--- src/rtl/bcp_engine_multi_if.sv ---
// Handshake and data bundle between the BCP engine and its controller/loader.
// The master side drives loads and start requests; the slave side is the engine.
interface bcp_engine_multi_if #(
  parameter int VAR_NUM   = 8,
  parameter int VAR_AW    = 3,
  parameter int CLAUSE_AW = 2
);
  logic                 load_en;
  logic [CLAUSE_AW-1:0] load_addr;
  logic [VAR_NUM-1:0]   load_mask;
  logic [VAR_NUM-1:0]   load_type;
  logic                 bcp_engine_en;
  logic [VAR_NUM-1:0]   assignment;
  logic [VAR_NUM-1:0]   free;

  logic                 busy;
  logic                 bcp_finish;
  logic                 conflict;
  logic [CLAUSE_AW-1:0] conflict_clause;
  logic                 impl_valid;
  logic [VAR_AW-1:0]    impl_var;
  logic                 impl_value;
  logic [CLAUSE_AW-1:0] impl_clause;
  logic [VAR_AW:0]      impl_count;
  logic [VAR_NUM-1:0]   assignment_out;
  logic [VAR_NUM-1:0]   free_out;

  modport master (
    output load_en, load_addr, load_mask, load_type, bcp_engine_en, assignment, free,
    input  busy, bcp_finish, conflict, conflict_clause, impl_valid, impl_var,
           impl_value, impl_clause, impl_count, assignment_out, free_out
  );

  modport slave (
    input  load_en, load_addr, load_mask, load_type, bcp_engine_en, assignment, free,
    output busy, bcp_finish, conflict, conflict_clause, impl_valid, impl_var,
           impl_value, impl_clause, impl_count, assignment_out, free_out
  );
endinterface

--- src/rtl/bcp_engine_multi.sv ---
// Multi-clause Boolean constraint propagation engine: scans one stored clause per
// cycle, applies unit implications in place and rescans until fixpoint or conflict.
module bcp_engine_multi #(
  parameter int VAR_NUM    = 8,
  parameter int VAR_AW     = 3,
  parameter int CLAUSE_NUM = 4,
  parameter int CLAUSE_AW  = 2
) (
  input logic               clock,
  input logic               reset,
  bcp_engine_multi_if.slave bus
);

  typedef enum logic [1:0] {IDLE, SCAN, FINISH} state_t;

  localparam logic [CLAUSE_AW-1:0] LAST_PTR = CLAUSE_AW'(CLAUSE_NUM - 1);
  localparam logic [CLAUSE_AW-1:0] PTR_ONE  = CLAUSE_AW'(1);
  localparam logic [VAR_AW:0]      CNT_ONE  = (VAR_AW + 1)'(1);
  localparam logic [VAR_AW:0]      CNT_ZERO = '0;

  state_t               state_q, state_d;
  logic [VAR_NUM-1:0]   mask_q [CLAUSE_NUM];
  logic [VAR_NUM-1:0]   type_q [CLAUSE_NUM];
  logic [VAR_NUM-1:0]   asg_q, asg_d;
  logic [VAR_NUM-1:0]   free_q, free_d;
  logic [CLAUSE_AW-1:0] ptr_q, ptr_d;
  logic                 changed_q, changed_d;
  logic                 conflict_q, conflict_d;
  logic [CLAUSE_AW-1:0] cclause_q, cclause_d;
  logic                 impl_valid_q, impl_valid_d;
  logic [VAR_AW-1:0]    impl_var_q, impl_var_d;
  logic                 impl_value_q, impl_value_d;
  logic [CLAUSE_AW-1:0] impl_clause_q, impl_clause_d;
  logic [VAR_AW:0]      cnt_q, cnt_d;

  logic                 store_we;
  logic [VAR_NUM-1:0]   cur_mask, cur_type;
  logic                 sat, active, is_unit, is_conf;
  logic [VAR_AW:0]      nfree;
  logic [VAR_AW-1:0]    unit_var;

  assign store_we = (state_q == IDLE) && bus.load_en;

  // Evaluate the clause under the pointer against the working assignment.
  always_comb begin
    cur_mask = mask_q[ptr_q];
    cur_type = type_q[ptr_q];
    sat      = 1'b0;
    nfree    = CNT_ZERO;
    unit_var = '0;
    for (int i = 0; i < VAR_NUM; i++) begin
      if (cur_mask[i]) begin
        if (free_q[i]) begin
          nfree    = nfree + CNT_ONE;
          unit_var = VAR_AW'(i);
        end else if (asg_q[i] == cur_type[i]) begin
          sat = 1'b1;
        end
      end
    end
    active  = |cur_mask;
    is_unit = active && !sat && (nfree == CNT_ONE);
    is_conf = active && !sat && (nfree == CNT_ZERO);
  end

  always_comb begin
    state_d       = state_q;
    asg_d         = asg_q;
    free_d        = free_q;
    ptr_d         = ptr_q;
    changed_d     = changed_q;
    conflict_d    = conflict_q;
    cclause_d     = cclause_q;
    impl_valid_d  = 1'b0;
    impl_var_d    = impl_var_q;
    impl_value_d  = impl_value_q;
    impl_clause_d = impl_clause_q;
    cnt_d         = cnt_q;
    case (state_q)
      IDLE: begin
        if (bus.bcp_engine_en) begin
          asg_d      = bus.assignment;
          free_d     = bus.free;
          conflict_d = 1'b0;
          cnt_d      = CNT_ZERO;
          changed_d  = 1'b0;
          ptr_d      = '0;
          state_d    = SCAN;
        end
      end
      SCAN: begin
        if (is_conf) begin
          conflict_d = 1'b1;
          cclause_d  = ptr_q;
          state_d    = FINISH;
        end else begin
          if (is_unit) begin
            asg_d[unit_var]  = cur_type[unit_var];
            free_d[unit_var] = 1'b0;
            impl_valid_d     = 1'b1;
            impl_var_d       = unit_var;
            impl_value_d     = cur_type[unit_var];
            impl_clause_d    = ptr_q;
            cnt_d            = cnt_q + CNT_ONE;
          end
          // An implication on the last slot still counts toward another pass.
          if (ptr_q == LAST_PTR) begin
            if (changed_q || is_unit) begin
              changed_d = 1'b0;
              ptr_d     = '0;
            end else begin
              state_d = FINISH;
            end
          end else begin
            ptr_d = ptr_q + PTR_ONE;
            if (is_unit) changed_d = 1'b1;
          end
        end
      end
      FINISH:  state_d = IDLE;
      default: state_d = IDLE;
    endcase
  end

  always_ff @(posedge clock or negedge reset) begin
    if (!reset) begin
      state_q       <= IDLE;
      asg_q         <= '0;
      free_q        <= '1;
      ptr_q         <= '0;
      changed_q     <= 1'b0;
      conflict_q    <= 1'b0;
      cclause_q     <= '0;
      impl_valid_q  <= 1'b0;
      impl_var_q    <= '0;
      impl_value_q  <= 1'b0;
      impl_clause_q <= '0;
      cnt_q         <= CNT_ZERO;
      for (int c = 0; c < CLAUSE_NUM; c++) begin
        mask_q[c] <= '0;
        type_q[c] <= '0;
      end
    end else begin
      state_q       <= state_d;
      asg_q         <= asg_d;
      free_q        <= free_d;
      ptr_q         <= ptr_d;
      changed_q     <= changed_d;
      conflict_q    <= conflict_d;
      cclause_q     <= cclause_d;
      impl_valid_q  <= impl_valid_d;
      impl_var_q    <= impl_var_d;
      impl_value_q  <= impl_value_d;
      impl_clause_q <= impl_clause_d;
      cnt_q         <= cnt_d;
      if (store_we) begin
        mask_q[bus.load_addr] <= bus.load_mask;
        type_q[bus.load_addr] <= bus.load_type;
      end
    end
  end

  assign bus.busy            = (state_q == SCAN);
  assign bus.bcp_finish      = (state_q == FINISH);
  assign bus.conflict        = conflict_q;
  assign bus.conflict_clause = cclause_q;
  assign bus.impl_valid      = impl_valid_q;
  assign bus.impl_var        = impl_var_q;
  assign bus.impl_value      = impl_value_q;
  assign bus.impl_clause     = impl_clause_q;
  assign bus.impl_count      = cnt_q;
  assign bus.assignment_out  = asg_q;
  assign bus.free_out        = free_q;

endmodule

--- src/flat_wrapper.sv ---
// flat-port wrapper written by rule: the top's interface ports become plain ports
module bcp_engine_multi_flat 
#(
  parameter int VAR_NUM    = 8,
  parameter int VAR_AW     = 3,
  parameter int CLAUSE_NUM = 4,
  parameter int CLAUSE_AW  = 2
)
  (clock, reset, bus_load_en, bus_load_addr, bus_load_mask, bus_load_type, bus_bcp_engine_en, bus_assignment, bus_free, bus_busy, bus_bcp_finish, bus_conflict, bus_conflict_clause, bus_impl_valid, bus_impl_var, bus_impl_value, bus_impl_clause, bus_impl_count, bus_assignment_out, bus_free_out);
  bcp_engine_multi_if #(.VAR_NUM(VAR_NUM), .VAR_AW(VAR_AW), .CLAUSE_AW(CLAUSE_AW)) bus_i ();
  input logic clock;
  input logic reset;
  input wire logic [$bits(bus_i.load_en)-1:0] bus_load_en;
  input wire logic [$bits(bus_i.load_addr)-1:0] bus_load_addr;
  input wire logic [$bits(bus_i.load_mask)-1:0] bus_load_mask;
  input wire logic [$bits(bus_i.load_type)-1:0] bus_load_type;
  input wire logic [$bits(bus_i.bcp_engine_en)-1:0] bus_bcp_engine_en;
  input wire logic [$bits(bus_i.assignment)-1:0] bus_assignment;
  input wire logic [$bits(bus_i.free)-1:0] bus_free;
  output wire logic [$bits(bus_i.busy)-1:0] bus_busy;
  output wire logic [$bits(bus_i.bcp_finish)-1:0] bus_bcp_finish;
  output wire logic [$bits(bus_i.conflict)-1:0] bus_conflict;
  output wire logic [$bits(bus_i.conflict_clause)-1:0] bus_conflict_clause;
  output wire logic [$bits(bus_i.impl_valid)-1:0] bus_impl_valid;
  output wire logic [$bits(bus_i.impl_var)-1:0] bus_impl_var;
  output wire logic [$bits(bus_i.impl_value)-1:0] bus_impl_value;
  output wire logic [$bits(bus_i.impl_clause)-1:0] bus_impl_clause;
  output wire logic [$bits(bus_i.impl_count)-1:0] bus_impl_count;
  output wire logic [$bits(bus_i.assignment_out)-1:0] bus_assignment_out;
  output wire logic [$bits(bus_i.free_out)-1:0] bus_free_out;
  assign bus_i.load_en = bus_load_en;
  assign bus_i.load_addr = bus_load_addr;
  assign bus_i.load_mask = bus_load_mask;
  assign bus_i.load_type = bus_load_type;
  assign bus_i.bcp_engine_en = bus_bcp_engine_en;
  assign bus_i.assignment = bus_assignment;
  assign bus_i.free = bus_free;
  assign bus_busy = bus_i.busy;
  assign bus_bcp_finish = bus_i.bcp_finish;
  assign bus_conflict = bus_i.conflict;
  assign bus_conflict_clause = bus_i.conflict_clause;
  assign bus_impl_valid = bus_i.impl_valid;
  assign bus_impl_var = bus_i.impl_var;
  assign bus_impl_value = bus_i.impl_value;
  assign bus_impl_clause = bus_i.impl_clause;
  assign bus_impl_count = bus_i.impl_count;
  assign bus_assignment_out = bus_i.assignment_out;
  assign bus_free_out = bus_i.free_out;
  bcp_engine_multi #(.VAR_NUM(VAR_NUM), .VAR_AW(VAR_AW), .CLAUSE_NUM(CLAUSE_NUM), .CLAUSE_AW(CLAUSE_AW)) u_core (.clock(clock), .reset(reset), .bus(bus_i));
endmodule
--- config.mk ---
export PLATFORM = sky130hd
export DESIGN_NAME = bcp_engine_multi_flat
export DESIGN_NICKNAME = d
export VERILOG_FILES = /design/src/rtl/bcp_engine_multi_if.sv /design/src/rtl/bcp_engine_multi.sv /design/src/flat_wrapper.sv
export SDC_FILE = /design/constraint.sdc
export NUM_CORES = 1
export LEC_CHECK = 0
export CAP_MARGIN = 20
export CORE_MARGIN = 2
export CORE_UTILIZATION = 50
export CTS_BUF_LIST = sky130_fd_sc_hd__clkbuf_16
export CTS_CLUSTER_DIAMETER = 30
export DETAILED_ROUTE_END_ITERATION = 10
export PLACE_DENSITY = 0.79
export SLEW_MARGIN = 10
export SYNTH_ARGS = -nofsm -noshare
export SYNTH_HDL_FRONTEND = slang
export SYNTH_SLANG_ARGS = --single-unit
--- constraint.sdc ---
create_clock -name clock -period 6.97 [get_ports clock]
set_input_delay 1.7425 -clock clock [delete_from_list [all_inputs] [get_ports clock]]
set_output_delay 1.7425 -clock clock [all_outputs]
set_load 0.01 [all_outputs]
# Yosys cells after proc, flatten, opt, wreduce, memory -nomap -nowiden
# Cells that the tools add are included.
# W data, S select, Z words.
# word_totals
output_inout_bits	32
ff_bits	99
# op_classes
add_sub_neg	9
n_eq_ne	20
muxes	102
n_bitwise	5
n_reduce_logical	19
order_cmp	5
# op_table
op	n
$mux W8	11
$mux W4	18
$bwmux W32	2
$mux W3	13
$mux W1	37
$add A4 B1 Y4 const B	8
$bmux W8 S2	2
$pmux W8 S2	2
$demux W8 S2	1
$mux W2	8
$reduce_and A3 Y1	3
$and A8 B8 Y8	1
$bwmux W8	1
$eq A1 B1 Y1	8
$not A8 Y8	1
$pmux W2 S2	2
$pmux W4 S2	1
$reduce_and A4 Y1	2
$reduce_or A8 Y1	1
$ge A3 B3 Y1 const B	2
$logic_and A1 B1 Y1	6
$ne A3 B1 Y1 const B	2
$not A2 Y3	2
$reduce_and A5 Y1	1
21 further kinds	25

# Depth between registers and ports, before layout
# depth
word_depth	37
ltp_mapped	29

# Worst setup path after synthesis
# OpenSTA, ideal clock, no wires.
# synth_timing
path_type	register -> register
startpoint	reg u_core.ptr_q[0]
endpoint	reg u_core.asg_q[5], in the netlist u_core.bus.assignment_out[5]
arrival_ns	6.693
slack_ns	0.156
setup_ns	0.122
required_time_ns	6.848
stages_incl_launch_ff	29
n_path_buf	2
cell_sequence	dfrtp_1 buf_6 mux4_2 and2_4 ha_1 mux2i_4 inv_1 ha_1 mux2_2 ha_1 nor2_1 nor2_1 ha_1 o221ai_1 inv_1 ha_1 nand3_1 o21ai_0 ha_1 o21ai_0 o31ai_1 ha_1 nand2b_1 mux2_4 or4b_4 or2_1 buf_6 or3_1 a32o_1
# synth_between
elab_chain_len	34
elab_cells_between_ends	95
# synth_lines
item	line	rtl
start, declared	bcp_engine_multi.sv:26	logic [CLAUSE_AW-1:0] ptr_q, ptr_d;
start signal, assigned	bcp_engine_multi.sv:147	ptr_q <= ptr_d;
$not A2 Y3 (implied by the code) (*)	bcp_engine_multi.sv:46, bcp_engine_multi.sv:47	
parallel branches: the longest is 33 deep, another holds $add A4 B1 Y4	n/a	
end signal, assigned	bcp_engine_multi.sv:145	asg_q <= asg_d;
end, declared	bcp_engine_multi.sv:24	logic [VAR_NUM-1:0] asg_q, asg_d;
# Every way passes the cells marked *. The select of a mux whose other input is x is not followed.
# A chain may end at the register's enable or synchronous reset.

# Worst setup path after layout
# Same ends and word-level chain as after synthesis.

==> results.py <==
metrics = {
    "status": {
        "status": "finished, final reports clean",
    },
    "setup_path": {
        "crit_type": "register to register",
        "worstSetupStartpoint": "u_core.ptr_q[0]",
        "path_common_cell": "ha_1",
        "worstPathMaxFanout": 6,
        "end_kind": "register",
        "start_kind": "register",
        "cp_top_family": "adder cells",
        "max_stage_delay_ns": 0.56,
        "cp_data_arrival_time_ns": 6.93,
        "r2r_start": "u_core.ptr_q[0]",
        "path_buf_inv": 2,
        "crit_slowest_cell": "or4b_4",
        "cp.required_ns": 7.20,
    },
    "synth": {
        "ys_ff_latch": 99,
        "synth_cell_types": 63,
        "synthCells": 464,
        "netlist.top_cell.by_area": "dfrtp_1",
        "yosysSeqAreaShare_pct": 46.0,
        "synth_edf_count": 0,
        "syn_area_um2": 5400,
        "syn_area_per_cell_um2": 11.6,
        "ys_async_sr_fraction_pct": 100,
        "synth.most_common_cell": "dfrtp_1",
        "synth.top_cell.area_share_pct": 42.1,
        "ys_warn_count": 0,
        "synthesis.nets": 511,
        "yosys-top-cells-area": "dfrtp_1 42%, mux2_2 14%, mux4_2 5.4%",
        "ys_top_cells_by_count": "91 x dfrtp_1, 69 x mux2_2, 61 x nand2_1",
        "synth_ff_type": "dfrtp_1",
    },
    "die": {
        "die_area_um2": 11700,
        "die_h_um": 108,
        "core_um2": 10400,
        "die_w_um": 108,
        "std_cell_rows": 37,
        "ios": 70,
        "start_util_pct": 51.9,
    },
    "route": {
        "drt_first_pass_iters": 6,
        "met1Wirelength_mm": 5.72,
        "met3WireLength_um": 878,
        "drtAntennaViolNets": 0,
        "viasPerCell": 6.09,
        "vias": 4153,
        "drc_errors": 0,
        "wl_met2_mm": 6.57,
        "highest_layer": "met4",
        "drt_wl_total_mm": 13.7,
        "wl_per_cell_um": 20.1,
        "drtIter0Drc": 426,
    },
    "global_routing": {
        "grtUsageTotal_pct": 24.4,
        "grt_pass1_vias": 4201,
        "grt_max_degree": 55,
        "grt_overflow": 0,
        "antenna_found_initial": 0,
        "grt_pass1_wl_mm": 21.8,
    },
    "sta": {
        "max_clock_freq_mhz": 149,
        "hold_viol_final": 0,
        "max-slew-margin-rel_pct": 29.8,
        "finalMaxSlewViolations": 0,
        "whs_ns": 0.497,
        "fin_skew_ns": 0.0112,
        "timing.final.crit_share_pct": 96.1,
        "worst_pin_slew_ns": 1.05,
        "setup_viol_count_final": 0,
        "period_needed_ns": 6.69,
    },
    "pwr": {
        "peakVddDrop_mv": 0.293,
        "p_leak_nw": 2.81,
        "power.density_nw_per_um2": 599,
    },
    "placed_design": {
        "place_hpwl_mm": 9.93,
        "gp_congestion": 0.902,
        "io_buffers": 69,
    },
    "clock_tree": {
        "cts_tree": "done",
        "cts_buffers": 9,
        "cts_root_buffer": "clkbuf_16",
        "cts.path.max_buffers": 2,
        "clock_latency_ns": 0.35,
        "cts_sinks": 99,
        "cts.clk_slew.worst_paths_ns": 0.07,
        "cts_max_level": 3,
    },
    "run": {
        "maxCapViolCount": 0,
    },
    "cells_and_area": {
        "syn_to_final_growth_pct": 22.8,
        "final_nets": 588,
        "diodes": 0,
        "utilization_pct": 63.7,
        "drive_gt1_share_pct": 25.5,
    },
    "min_path": {
        "hp-class": "register to register",
        "holdCritStartpoint": "u_core.bus.impl_var[1]",
    },
}
## tightest hold or removal path, stage by stage (launching register included)
cell	delay, ns
dfrtp_1	0.36
nand2_1	0.05
nand2_1	0.06
## layout make-up
type	count	area, µm²
Fill cell	794	3780
Timing Repair Buffer	81	778
Clock buffer	9	225
Clock inverter	7	92.6
Multi-Input combinational cell	338	2830
Tap cell	136	170
Sequential cell	99	2490
Inverter	12	45.0
## layout by cell type (no fill, tap or decap), types with 3 or more instances in the layout
cell type        netlist  final
and3_1                 4      4
nor3_1                 9      8
nor2_1                19     19
a21oi_1                8      8
inv_1                 12     12
nand2_1               61     61
xnor3_1                4      4
dfstp_2                8      8
or4_1                  5      5
and2_1                 4      4
o21ai_0               20     19
buf_4                  2     13
mux2i_1               11     11
clkdlybuf4s50_1        0     68
clkbuf_16              0      9
o31ai_1                4      3
ha_1                   9      9
mux4_2                13     13
nand3_1                7      7
o211ai_1               7      7
nand3b_1               5      5
o22a_1                 3      3
mux2_2                69     69
xor2_1                 5      5
inv_6                  0      4
dfrtp_1               91     91
o22ai_1                5      5
nand2b_1               6      6
xnor2_1               12     12
## kinds of logic after synthesis
family,Yosys count,synth area share [%]
muxes,96,22.8
AOI/OAI and AO/OA,73,9.52
and+or+nand+nor,136,12.1
xor gates and xnor gates,23,5.03
adders and majority gates,9,2.08
buffers and inverters,28,2.41
DFF,99,46.0
## worst paths after layout
check                                                to  slack (ns)  cells past startpoint
setup reg to reg           u_core.bus.assignment_out[5]        0.28                     27
max in group asynchronous              u_core.type_q[8]        4.47                      2
hold reg to reg                  u_core.bus.impl_var[1]        0.50                      2
min in group asynchronous             u_core.type_q[12]        1.38                      1
hold / removal                   u_core.bus.impl_var[1]        0.50                      2
setup / recovery           u_core.bus.assignment_out[5]        0.28                     27
## per-stage QoR
step / setup TNS [ns] / worst slack (ns) / power [mW] / cell area (µm²) / instances
floorplan: 0 / 0.156 / 2.62 / 5400 / 464
global placement: 0 / 0.274 / 3.19 / 6250 / 661
finish: 0 / 0.275 / 3.98 / 6630 / 682
CTS: 0 / 0.0234 / 3.82 / 6560 / 677
global route: -0.0146 / -0.0146 / 4.22 / 6630 / 682
detailed placement: 0 / 0.0390 / 3.29 / 6250 / 661
## registers in the layout, summed over array words and instances, names as in the netlist
signal	count
u_core.ptr_q	2
u_core.bus.impl_value	1
u_core.mask_q	32
u_core.bus.impl_count	4
u_core.bus.impl_valid	1
u_core.bus.free_out	8
u_core.bus.impl_var	3
u_core.bus.conflict	1
u_core.bus.impl_clause	2
u_core.bus.conflict_clause	2
u_core.state_q	2
u_core.type_q	32
u_core.bus.assignment_out	8
u_core.changed_q	1
## where the power goes
group / total (mW) / internal [mW] / switching (mW)
Clock: 0.526 / 0.289 / 0.237
Sequential: 1.06 / 0.868 / 0.191
Combinational: 2.39 / 1.12 / 1.28
## per-layer routing
| layer | vias up | global-route usage [%] |
|---|---|---|
| met5 | - | 0 |
| met4 | 0 | 11.4 |
| met3 | 45 | 2.71 |
| met2 | 193 | 38.9 |
| met1 | 2056 | 33.9 |
| li1 | 1859 | - |
## repair_timing
item,4_1_cts,5_1_grt
gates resized for setup,0,7
setup buffers,0,4
setup endpoints to repair,0,26
hold buffers,0,0
Note: power is estimated with default switching activity, not from simulation.
==> RTL edit (same flow settings) <==
`VAR_AW` is set to 3 in 3 places; all go to 4.
--- a/src/rtl/bcp_engine_multi_if.sv
+++ b/src/rtl/bcp_engine_multi_if.sv
@@ -3,5 +3,5 @@
 interface bcp_engine_multi_if #(
   parameter int VAR_NUM   = 8,
-  parameter int VAR_AW    = 3,
+  parameter int VAR_AW    = 4,
   parameter int CLAUSE_AW = 2
 );
--- a/src/rtl/bcp_engine_multi.sv
+++ b/src/rtl/bcp_engine_multi.sv
@@ -3,5 +3,5 @@
 module bcp_engine_multi #(
   parameter int VAR_NUM    = 8,
-  parameter int VAR_AW     = 3,
+  parameter int VAR_AW     = 4,
   parameter int CLAUSE_NUM = 4,
   parameter int CLAUSE_AW  = 2
--- a/src/flat_wrapper.sv
+++ b/src/flat_wrapper.sv
@@ -3,5 +3,5 @@
 #(
   parameter int VAR_NUM    = 8,
-  parameter int VAR_AW     = 3,
+  parameter int VAR_AW     = 4,
   parameter int CLAUSE_NUM = 4,
   parameter int CLAUSE_AW  = 2
Ports: changed (resized bus_impl_count and bus_impl_var); port bits go from 70 to 72. No check against the original RTL was run, so the function may have changed too.
==> RTL edit against the original RTL <==
  * Worst setup slack worse by 58 ps
  * Critical path depth is 2 higher
  * Sequential cell count is 1 higher
  * Non-clock buffer count stayed put
  * Area after synthesis is 4.7% higher
  * Maximum frequency is 0.85% lower
  * Global-route usage hardly changed
  * Synthesized cell count is 4.3% higher
  * Routed wire length is 6.0% higher
  * Final cell count is 2.5% higher
  * Design area is 3.9% higher
  * Sequential share of layout area is 1.1 points lower
  * Largest cell class unchanged
  * Highest routed layer unchanged
Power is left out: the tool's default activity adds up to more than one toggle a clock period on the data nets, which glitch-free logic cannot reach.
==> RTL edit: results (changes against the original RTL) <==
- Status: finished, final reports clean
- Syn_nets: 531 (+3.9%)
- FFs w/ async S/R, synth: 1.00 (unchanged)
- Clk buf depth: 2 (unchanged)
- Met2 WL: 7080 um (+7.7%)
- Antenna violations before repair: 0 (unchanged)
- Place WS: 149 ps (+110 ps)
- Avg Cell Area, Syn: 11.7 um^2 (+0.35%)
- Yosys warns: 0 (unchanged)
- Largest net degree at the start of global routing: 78 (+42%)
- DP Cell Count: 678 (+2.6%)
- H-Tree Level Count: 3 (unchanged)
- Avg WL per Cell: 20.8 um (+3.4%)
- Critical Path AT: 6980 ps (+50 ps)
- CTS Buf Count: 9 (unchanged)
- Register area share after synthesis: 0.444 (-0.0162)
- Most common library cells after synthesis: 92 x dfrtp_1, 72 x mux2_2, 37 x nand2_1
- Ant diodes: 0 (unchanged)
- Layout cell share with drive strength beyond 1: 0.254 (-0.000554)
- Met1 WL: 6090 um (+6.5%)
- Global-route wire length before repair: 22400 um (+2.8%)
- Crit-path max FO: 5 (-1)
- Max-slew headroom: 0.320 (+0.0215)
- CTS clock-pin slew for the worst setup and hold paths: 70 ps (about the same)
- Met1 Resource Use GR: 0.343 (+0.00361)
- M3 GR Usage: 0.0417 (+0.0146)
- Clk Latency, worst-skew pair: 350 ps (about the same)
- Port Buffers: 70 (+1.4%)
- Slowest-stage cell, CP: mux4_2
- Global routing met2 resource utilization: 0.381 (-0.00734)
- Initial DRC Count: 386 (-9.4%)
- Top sig layer: met4
- Gpl congestion: 0.966 (+7.1%)
- Hold buffer count at CTS: 0 (unchanged)
- Final-report hold violation count: 0 (unchanged)
- DPL Wire Length: 10100 um (+2.0%)
- Via Count: 4348 (+4.7%)
- Netlist cell types: 72 (+14%)
- Synth area leaders: dfrtp_1 41%, mux2_2 14%, mux4_2 4.4%
- WL met3: 869 um (-1.0%)
- Fillcell total: 865 (+8.9%)
- Number of detailed-routing iterations run before antenna repair: 5 (-1)
- Nets: 601 (+2.2%)
- Placement Cell Area: 0.00648 mm^2 (+3.7%)
- Final Instance Count excl. Fillers: 699 (+2.5%)
- CTS Root Cell: clkbuf_16
- Top flop regs: u_core.mask_q x32, u_core.type_q x32
- Class of the worst hold path: reg2reg
- Final worst clock skew: 13.3 ps (+2.04 ps)
- Global Route Usage Sum: 0.244 (about the same)
-- RTL edit: cell type report --
class / count / area [um^2] / share of cell area
inverter: 14 / 52.6 / 0.00762
tap: 140 / 175 / 0.0254
clock inverter: 7 / 114 / 0.0165
timing repair buffer: 81 / 785 / 0.114
multi-input combinational: 348 / 3030 / 0.440
sequential: 100 / 2510 / 0.364
clock buffer: 9 / 225 / 0.0327
-- RTL edit: path summary, 6_finish.rpt --
kind	from	to	slack, ps	cells after the start
worst min-delay path	u_core.bus.conflict_clause[1]$_DFFE_PN0P_	u_core.bus.conflict_clause[1]$_DFFE_PN0P_	500	1
max in group asynchronous	reset	u_core.bus.assignment_out[4]$_DFFE_PN0P_	4420	2
worst max-delay path	u_core.ptr_q[0]$_DFFE_PN0P_	u_core.bus.conflict_clause[0]$_DFFE_PN0P_	220	29
worst min register to register	u_core.bus.conflict_clause[1]$_DFFE_PN0P_	u_core.bus.conflict_clause[1]$_DFFE_PN0P_	500	1
min in group asynchronous	reset	u_core.mask_q[22]$_DFFE_PN0P_	1280	1
worst max register to register	u_core.ptr_q[0]$_DFFE_PN0P_	u_core.bus.conflict_clause[0]$_DFFE_PN0P_	220	29
-- RTL edit: critical path: cells and delay by family, from the launching register on --
family                     cells  cell delay [ps]
adders and majority gates      7             2110
and+or+nand+nor               11             1680
muxes                          3             1110
AOI/OAI and AO/OA              6             1080
DFF                            1              390
xor gates and xnor gates       1              140
buffers and inverters          1              110
-- RTL edit: cells by family after synthesis --
family | synth area share
other | 0.000663
adders and majority gates | 0.0199
xor gates and xnor gates | 0.0456
muxes | 0.232
and+or+nand+nor | 0.112
buffers and inverters | 0.0277
DFF | 0.444
AOI/OAI and AO/OA | 0.118
-- RTL edit: repair_timing --
item,4_1_cts,5_1_grt
buffers inserted,0,5
resized for setup,0,11
setup endpoints to repair,0,36
